### src/rtl/lcd_sched_pkg.sv
// Shared types and constants for the LCD frame scheduler.
// Optional double-buffer build: define LCD_DBUF_EN.
package lcd_sched_pkg;

    typedef enum logic [1:0] {S_IDLE, S_ISSUE, S_WAIT, S_RET} state_t;

    localparam logic       HALF_L = 1'b0;
    localparam logic       HALF_R = 1'b1;
    localparam logic [2:0] X_LAST = 3'd7;
    localparam logic [5:0] Y_LAST = 6'd63;

    // Next half-panel position; bit 9 flags the wrap from the last byte of the frame.
    function automatic logic [9:0] step_pos(input logic [2:0] x, input logic [5:0] y);
        if (y == Y_LAST)
            return {x == X_LAST, x + 3'd1, 6'd0};
        else
            return {1'b0, x, y + 6'd1};
    endfunction

endpackage

### src/rtl/lcd_rr_arb.sv
// Two-way round-robin arbiter for the left/right LCD halves.
// On a tie the half not granted last wins; after reset the left half wins.
module lcd_rr_arb
    import lcd_sched_pkg::*;
(
    input  logic clk,
    input  logic rst,
    input  logic pend_l,
    input  logic pend_r,
    input  logic advance,
    output logic gnt,
    output logic gnt_half
);

    logic last_half;

    // advance marks a grant as taken, so the recorded half is the one served last
    always_ff @(posedge clk) begin
        if (rst)
            last_half <= HALF_R;
        else if (advance)
            last_half <= gnt_half;
    end

    always_comb begin
        gnt      = pend_l | pend_r;
        gnt_half = HALF_L;
        if (pend_l && pend_r)
            gnt_half = ~last_half;
        else if (pend_r)
            gnt_half = HALF_R;
    end

endmodule

### src/rtl/lcd_frame_scheduler.sv
// Shares one frame-buffer read port between the left and right LCD half-panel controllers.
// Define LCD_DBUF_EN for a second frame bank selected by swap_req at frame boundaries.
module lcd_frame_scheduler
    import lcd_sched_pkg::*;
#(
    parameter int MEM_LAT = 1,
    parameter int DV_HOLD = 2,
`ifdef LCD_DBUF_EN
    parameter int ADDR_W  = 11
`else
    parameter int ADDR_W  = 10
`endif
) (
    input  logic              clk,
    input  logic              rst,
    input  logic              enable,
    input  logic              req_l,
    input  logic              req_r,
    output logic [7:0]        data_l,
    output logic              data_valid_l,
    output logic [7:0]        data_r,
    output logic              data_valid_r,
    output logic              mem_rd,
    output logic [ADDR_W-1:0] mem_addr,
    input  logic [7:0]        mem_data,
    input  logic              frame_start,
`ifdef LCD_DBUF_EN
    input  logic              swap_req,
`endif
    output logic              frame_done,
    output logic              busy
);

    localparam logic [3:0] LAT_LAST = 4'(MEM_LAT - 1);
    localparam logic [3:0] DV_LAST  = 4'(DV_HOLD - 1);

    state_t      state, state_nx;
    logic        owner;
    logic [3:0]  cnt;
    logic        pend_l, pend_r, eff_l, eff_r;
    logic        gnt, gnt_half, take, cap, ret_end, serve_l, serve_r;
    logic [2:0]  x_l, x_r, cur_x;
    logic [5:0]  y_l, y_r, cur_y;
    logic        done_l, done_r, both_done;
    logic [9:0]  step_l, step_r;
    logic [ADDR_W-1:0] rd_addr;
    logic        bank;

    // A request arriving with frame_start is discarded, not queued.
    assign eff_l = (pend_l | req_l) & ~frame_start;
    assign eff_r = (pend_r | req_r) & ~frame_start;

    lcd_rr_arb u_arb (
        .clk      (clk),
        .rst      (rst),
        .pend_l   (eff_l),
        .pend_r   (eff_r),
        .advance  (take),
        .gnt      (gnt),
        .gnt_half (gnt_half)
    );

    assign take      = (state == S_IDLE) && enable && gnt;
    assign cap       = (state == S_WAIT) && (cnt == LAT_LAST);
    assign ret_end   = (state == S_RET)  && (cnt == DV_LAST);
    assign serve_l   = ((state != S_IDLE) && (owner == HALF_L)) || (take && (gnt_half == HALF_L));
    assign serve_r   = ((state != S_IDLE) && (owner == HALF_R)) || (take && (gnt_half == HALF_R));
    assign both_done = done_l & done_r;
    assign step_l    = step_pos(x_l, y_l);
    assign step_r    = step_pos(x_r, y_r);

    always_comb begin
        state_nx = state;
        case (state)
            S_IDLE:  if (take)    state_nx = S_ISSUE;
            S_ISSUE:              state_nx = S_WAIT;
            S_WAIT:  if (cap)     state_nx = S_RET;
            S_RET:   if (ret_end) state_nx = S_IDLE;
            default:              state_nx = S_IDLE;
        endcase
        if (frame_start)
            state_nx = S_IDLE;
    end

    always_ff @(posedge clk) begin
        if (rst) begin
            state <= S_IDLE;
            owner <= HALF_L;
            cnt   <= '0;
        end else begin
            state <= state_nx;
            if (take)
                owner <= gnt_half;
            cnt <= (state_nx != state) ? 4'd0 : cnt + 4'd1;
        end
    end

    // Requests for a half already in service merge into that service.
    always_ff @(posedge clk) begin
        if (rst || frame_start) begin
            pend_l <= 1'b0;
            pend_r <= 1'b0;
        end else begin
            pend_l <= (pend_l | req_l) & ~serve_l;
            pend_r <= (pend_r | req_r) & ~serve_r;
        end
    end

    always_ff @(posedge clk) begin
        if (rst || frame_start) begin
            x_l <= '0; y_l <= '0; done_l <= 1'b0;
            x_r <= '0; y_r <= '0; done_r <= 1'b0;
            frame_done <= 1'b0;
        end else begin
            frame_done <= both_done;
            if (both_done) begin
                done_l <= 1'b0;
                done_r <= 1'b0;
            end
            if (ret_end && owner == HALF_L) begin
                x_l <= step_l[8:6];
                y_l <= step_l[5:0];
                if (step_l[9]) done_l <= 1'b1;
            end
            if (ret_end && owner == HALF_R) begin
                x_r <= step_r[8:6];
                y_r <= step_r[5:0];
                if (step_r[9]) done_r <= 1'b1;
            end
        end
    end

    always_ff @(posedge clk) begin
        if (rst) begin
            data_l <= '0;
            data_r <= '0;
        end else if (cap && !frame_start) begin
            if (owner == HALF_L) data_l <= mem_data;
            else                 data_r <= mem_data;
        end
    end

`ifdef LCD_DBUF_EN
    logic swap_seen;

    always_ff @(posedge clk) begin
        if (rst) begin
            bank      <= 1'b0;
            swap_seen <= 1'b0;
        end else if (both_done && !frame_start) begin
            bank      <= bank ^ (swap_seen | swap_req);
            swap_seen <= 1'b0;
        end else if (swap_req) begin
            swap_seen <= 1'b1;
        end
    end

    assign rd_addr = ADDR_W'({bank, owner, cur_x, cur_y});
`else
    assign bank    = 1'b0;
    assign rd_addr = ADDR_W'({bank, owner, cur_x, cur_y});
`endif

    assign cur_x        = (owner == HALF_R) ? x_r : x_l;
    assign cur_y        = (owner == HALF_R) ? y_r : y_l;
    assign mem_rd       = (state == S_ISSUE);
    assign mem_addr     = mem_rd ? rd_addr : '0;
    assign data_valid_l = (state == S_RET) && (owner == HALF_L);
    assign data_valid_r = (state == S_RET) && (owner == HALF_R);
    assign busy         = (state != S_IDLE);

endmodule
### config.mk
export PLATFORM = sky130hd
export DESIGN_NAME = lcd_frame_scheduler
export DESIGN_NICKNAME = d
export VERILOG_FILES = /design/src/rtl/lcd_sched_pkg.sv /design/src/rtl/lcd_rr_arb.sv /design/src/rtl/lcd_frame_scheduler.sv
export SDC_FILE = /design/constraint.sdc
export NUM_CORES = 1
export LEC_CHECK = 0
export ABC_AREA = 0
export BUFFER_PORTS_ARGS = -buffer_cell sky130_fd_sc_hd__buf_2
export CAP_MARGIN = 15
export CELL_PAD_IN_SITES_DETAIL_PLACEMENT = 1
export CELL_PAD_IN_SITES_GLOBAL_PLACEMENT = 2
export CORE_MARGIN = 2
export CORE_UTILIZATION = 37
export CTS_BUF_LIST = sky130_fd_sc_hd__clkbuf_8
export DETAILED_ROUTE_END_ITERATION = 6
export GPL_TIMING_DRIVEN = 0
export PLACE_DENSITY = 0.95
export REMOVE_ABC_BUFFERS = 1
export SLEW_MARGIN = 5
export SYNTH_ARGS = -nofsm -noshare
export SYNTH_HDL_FRONTEND = slang
export SYNTH_SLANG_ARGS = --single-unit
### constraint.sdc
create_clock -name clk -period 4.8 [get_ports clk]
set_clock_uncertainty 0.2 [all_clocks]
set_input_delay 0.72 -clock clk [delete_from_list [all_inputs] [get_ports clk]]
set_output_delay 0.72 -clock clk [all_outputs]
set_load 0.01 [all_outputs]
-- Word-level counts from Yosys, hierarchy flattened
Cells that the tools add are included.
W data, S select, Z words.
- add/sub/neg operators: 5
- equality and inequality tests: 9
- mux-type cells: 18
- bitwise operators: 14
- reduce and logical (&&, ||, !) cells: 26
- operators by type and width (cell ; count):
    $mux W10 ; 3
    $logic_and A1 B1 Y1 ; 14
    $add A6 B1 Y6 const B ; 2
    $eq A6 B6 Y1 const B ; 2
    $mux W1 ; 8
    $mux W2 ; 4
    $pmux W2 S4 ; 1
    $reduce_and A2 Y1 ; 4
    $add A3 B1 Y3 const B ; 2
    $eq A3 B3 Y1 const B ; 2
    $mux W6 ; 1
    $not A1 Y1 ; 6
    $and A1 B1 Y1 ; 5
    $add A4 B1 Y4 const B ; 1
    $eq A2 B2 Y1 const B ; 2
    $eq A4 B1 Y1 const B ; 1
    $logic_not A4 Y1 ; 1
    $logic_or A1 B1 Y1 ; 3
    $mux W3 ; 1
    $or A1 B1 Y1 ; 3
    $eq A2 B1 Y1 const B ; 1
    $logic_not A2 Y1 ; 1
    $ne A2 B2 Y1 ; 1
    $reduce_bool A2 Y1 ; 1
    other kinds (2) ; 2
- register bits after elaboration: 47
- output and inout port bits: 31
- logic and storage cells: 87

-- Depth between registers and ports, before layout
- depth in word-level cells: 9
- mapped depth: 7
- gate-level depth less buffers: 5

-- By module
A second synthesis with hierarchy kept.
- cells, all modules: 257
- area, all modules: 2252.2 sq um
- modules (own cells, without submodules) (module ; instances ; cells each ; area an instance (sq um) ; sequential area each (sq um)):
    lcd_frame_scheduler ; 1 ; 252 ; 2203.4 ; 920.9
    lcd_rr_arb ; 1 ; 5 ; 48.8 ; 20.0

-- Least setup slack after synthesis
Ideal clock, no wire load.
- path type: input to register
- start point: in frame_start
- end point: reg pend_r
- library setup time: 0.147 ns
- data arrival time: 1.936 ns
- required time: 4.453 ns
- setup slack: 2.517 ns
- cell stages on the path: 3
- path buffers: 0
- cells stage by stage: or4b_2 -> a2111oi_0 -> a2111oi_0
- cells in the longest elaborated chain, start to end: 8
- elaborated cells on any way between the ends: 13
- those cells by class: 2 x mux; 6 x bitwise; 5 x reduce/logical
- ends and longest elaborated chain (item ; RTL line ; RTL):
    start: declaration ; lcd_frame_scheduler.sv:26 ; input logic frame_start,
    $not A1 Y1 ; lcd_frame_scheduler.sv:50, lcd_frame_scheduler.sv:51 ;
    $and A1 B1 Y1, on equally long branches ; lcd_frame_scheduler.sv:51, lcd_frame_scheduler.sv:50 ;
    $mux W1 (tied with other cells) ; lcd_rr_arb.sv:30 ; else if (pend_r)
    $mux W1 or $logic_and A1 B1 Y1 (tied branches) ; lcd_rr_arb.sv:28, lcd_frame_scheduler.sv:63 ;
    $logic_and A1 B1 Y1 ; lcd_frame_scheduler.sv:67 ; assign serve_r = ((state != S_IDLE) && (owner == HALF_R)) || (take && (gnt_half == HALF_R));
    $logic_or A1 B1 Y1 ; lcd_frame_scheduler.sv:67 ;
    $not A1 Y1 ; lcd_frame_scheduler.sv:105 ; pend_r <= (pend_r | req_r) & ~serve_r;
    $and A1 B1 Y1 ; lcd_frame_scheduler.sv:105 ;
    end signal: assignment ; lcd_frame_scheduler.sv:105 ;
    end: declaration ; lcd_frame_scheduler.sv:40 ; logic pend_l, pend_r, eff_l, eff_r;
Several ways; a longest one is shown, not always the timed one.
A chain may end at the register's enable or synchronous reset.

-- Worst setup path after layout
- start point: reg cnt[0]
- end point: reg x_r[0]
- cells in the longest elaborated chain, start to end: 4
- ends and longest elaborated chain (item ; RTL line ; RTL):
    start: declaration ; lcd_frame_scheduler.sv:39 ; logic [3:0] cnt;
    start signal: assignment ; lcd_frame_scheduler.sv:94 ; cnt <= (state_nx != state) ? 4'd0 : cnt + 4'd1;
    $eq A4 B1 Y1 ; lcd_frame_scheduler.sv:65 ; assign ret_end = (state == S_RET) && (cnt == DV_LAST);
    $logic_and A1 B1 Y1 ; lcd_frame_scheduler.sv:65 ;
    $logic_and A1 B1 Y1 ; lcd_frame_scheduler.sv:125 ; if (ret_end && owner == HALF_R) begin
    $reduce_and A2 Y1 (no source line) ; - ;
    end signal: assignment ; lcd_frame_scheduler.sv:126 ; x_r <= step_r[8:6];
    end: declaration ; lcd_frame_scheduler.sv:42 ; logic [2:0] x_l, x_r, cur_x;
Every way passes these cells.

==> qor.txt <==
outcome: completed
Clock Root Buffer: clkbuf_8
Hold Startpoint: data_l[1]$_SDFFE_PP0P_
YS warnings: 0
Pwr per Cell Area: 286.4 nW/um2
initial DRC count: 64
clk buf depth: 2
port buffer count: 44
Initial Util: 0.3809
Tcrit/Tclk final: 0.6141
most frequent cells in the layout: dfxtp_1, buf_2, mux2i_1
nets: 323
r2r endpoint: x_r[0]$_SDFFE_PP0P_
DIE HEIGHT: 84.62 um
Synth Instances: 263
Detailed Place HPWL: 4.059 mm
Critical Path RT: 4830 ps
largest net degree at the start of global routing: 33
CTS tree: done
Cells after DPL: 370
Async SR Flop Fraction: 0
cts repair resizes: 0
Max FO, Critical Path: 21
Avg WL per Cell: 15.35 um
DRT antenna net count: 0
Peak VDD IR: 0.1636 mV
Hold Fails Final Rpt: 0
placed cell areas: 2666 um2
Worst Reg2Reg Path Length in Cells: 4
Die W: 84.62 um
global-route total usage across every layer: 0.1655
WHS Path Cells: 2
Hold-fix buffers, CTS: 0
# fillers: 770
clk sinks: 47
# diodes: 0
setup tns final: 0 ps
Finished Layout Cells: 378
commonest non-fill, non-tap cell in the layout: dfxtp_1
Sequential cell area: 940.9 um2
gr ovfl total: 0
Final setup viols: 0
Worst-path clk slew: 90 ps
RR Startpoint: cnt[0]$_SDFF_PP0_
H-Tree Depth: 2
initial antenna violation count: 0
DRC Markers: 0
post-layout util: 0.4439
cell area after layout: 2803 um2
fmax: 339.2 MHz
synthesis-stage register bit count: 47
max-cap violations: 0
reg-to-reg slack, setup: 1850 ps
area grow syn2layout: 16.55%
P_leak: 1.081 nW
die area: 7161 um2
RSZ-0062 raised after global routing: false
sequential area share after synthesis: 0.3913
multi-input logic area: 1371 um2
hold endpoint: data_l[1]$_SDFFE_PP0P_
DRT Wirelength: 5.802 mm
Setup CP Type: reg -> reg
TritonCTS Buffers: 5
Unique masters post-synth: 47
EDFF count, synth: 0
DR pass1 iterations: 4
number of global-route vias before repair: 2037
Skew-Pair Late Insertion Delay: 300 ps
crit end category: flip-flop
area leader, netlist: dfxtp_1
relative slew slack: 0.2799
Core ar.: 6314 um2
via count: 2048
fin. max-slew vios: 0
first-pass GRT wire length: 9.694 mm
postcts setup bufs: 0
syn avg cell area: 9.144 um2
num rows: 29
hold crit path type: reg -> reg
startpoint types: flip-flop
min Tclk post-route: 2948 ps
Vias/cell: 5.418
post-synth top area share: 0.3913
mapped cell area: 2405 um2
I/O pin total: 45
layout cell share with drive strength beyond 1: 0.2126
Routability Congestion: 0.7924
largest cells by area after synthesis: dfxtp_1, mux2i_1, nand2b_1
Primary FF master, synth: dfxtp_1
Worst Path Arrival: 2970 ps
Least-Margin Pin Slew: 1070 ps
==> area by class of cell <==
cell class	count	area share
inverter	7	0.009375
multi-input combinational	194	0.4893
clock buffer	5	0.02455
clock inverter	3	0.02411
sequential	47	0.3357
timing repair buffer	45	0.08259
tap	77	0.03437
==> state kept, by name, summed over array words and instances, names as in the netlist <==
| signal | count |
|---|---|
| frame_done | 1 |
| y_r | 6 |
| pend_r | 1 |
| done_r | 1 |
| pend_l | 1 |
| done_l | 1 |
| state | 2 |
| cnt | 4 |
| u_arb.last_half | 1 |
| x_r | 3 |
| x_l | 3 |
| y_l | 6 |
| data_l | 8 |
| data_r | 8 |
| owner | 1 |
==> report_power, final <==
group          switching, mW  total [mW]  internal [mW]  leakage, nW
combinational         0.0294      0.0528         0.0234        0.637
sequential           0.00602       0.400          0.394        0.380
clock                  0.142       0.350          0.208       0.0644
==> critical path, stage by stage, from the launching register on <==
cell and delay [ps]:
dfxtp_1 400, ha_1 210, nand4bb_1 660, nor4_1 1120, mux2i_1 280
==> cells by family after synthesis <==
logic type,share of synthesized area
compound gates,0.1270
xor+xnor,0.007285
fa+ha+maj,0.04683
buf+inv,0.03954
flops,0.3913
mux,0.1290
simple gates,0.2591
==> how the worst max path moves through the flow <==
stage | start | to | slack [ps] | cells past startpoint
6_report | cnt[0]$_SDFF_PP0_ | x_r[0]$_SDFFE_PP0P_ | 1850 | 4
5_1_grt | cnt[0]$_SDFF_PP0_ | x_r[1]$_SDFFE_PP0P_ | 1500 | 4
4_1_cts | cnt[0]$_SDFF_PP0_ | x_r[0]$_SDFFE_PP0P_ | 1830 | 4
3_5_place_dp | cnt[0]$_SDFF_PP0_ | x_r[1]$_SDFFE_PP0P_ | 1870 | 4
3_3_place_gp | rst | pend_l$_SDFF_PP0_ | 1950 | 4
2_1_floorplan | frame_start | pend_r$_SDFF_PP0_ | 2490 | 3
==> per-layer routing <==
| layer | GRT usage | vias up | routed length, um |
|---|---|---|---|
| met5 | 0 | - | 0 |
| met4 | 0.03896 | 0 | 44 |
| met1 | 0.2061 | 986 | 2645 |
| met3 | 0.04130 | 4 | 271 |
| li1 | - | 1025 | - |
| met2 | 0.2878 | 33 | 2840 |
==> stage by stage <==
stage	hold WS, ps	worst slack (ps)	power, mW
3_3_place_gp	256.9	1950	0.4591
5_1_grt	303.9	1500	0.8305
4_1_cts	280.7	1832	0.8112
6_report	276.8	1852	0.8026
2_1_floorplan	250.8	2494	0.4406
3_5_place_dp	260.7	1872	0.4617
==> synthesized netlist by cell type, drive strengths merged, types with 2 or more instances <==
cell / count
dfxtp: 47
mux2i: 31
nand2b: 28
nand2: 23
nor2: 14
clkbuf: 11
ha: 9
o211ai: 9
a21oi: 8
inv: 7
nand3: 7
o21ai: 6
o31ai: 6
or4: 6
nor3: 5
or3: 5
buf: 4
nor4: 4
a2111oi: 3
or2: 3
a211o: 2
a31o: 2
a31oi: 2
nor3b: 2
o22ai: 2
or4b: 2
(Power assumes the default switching activity.)
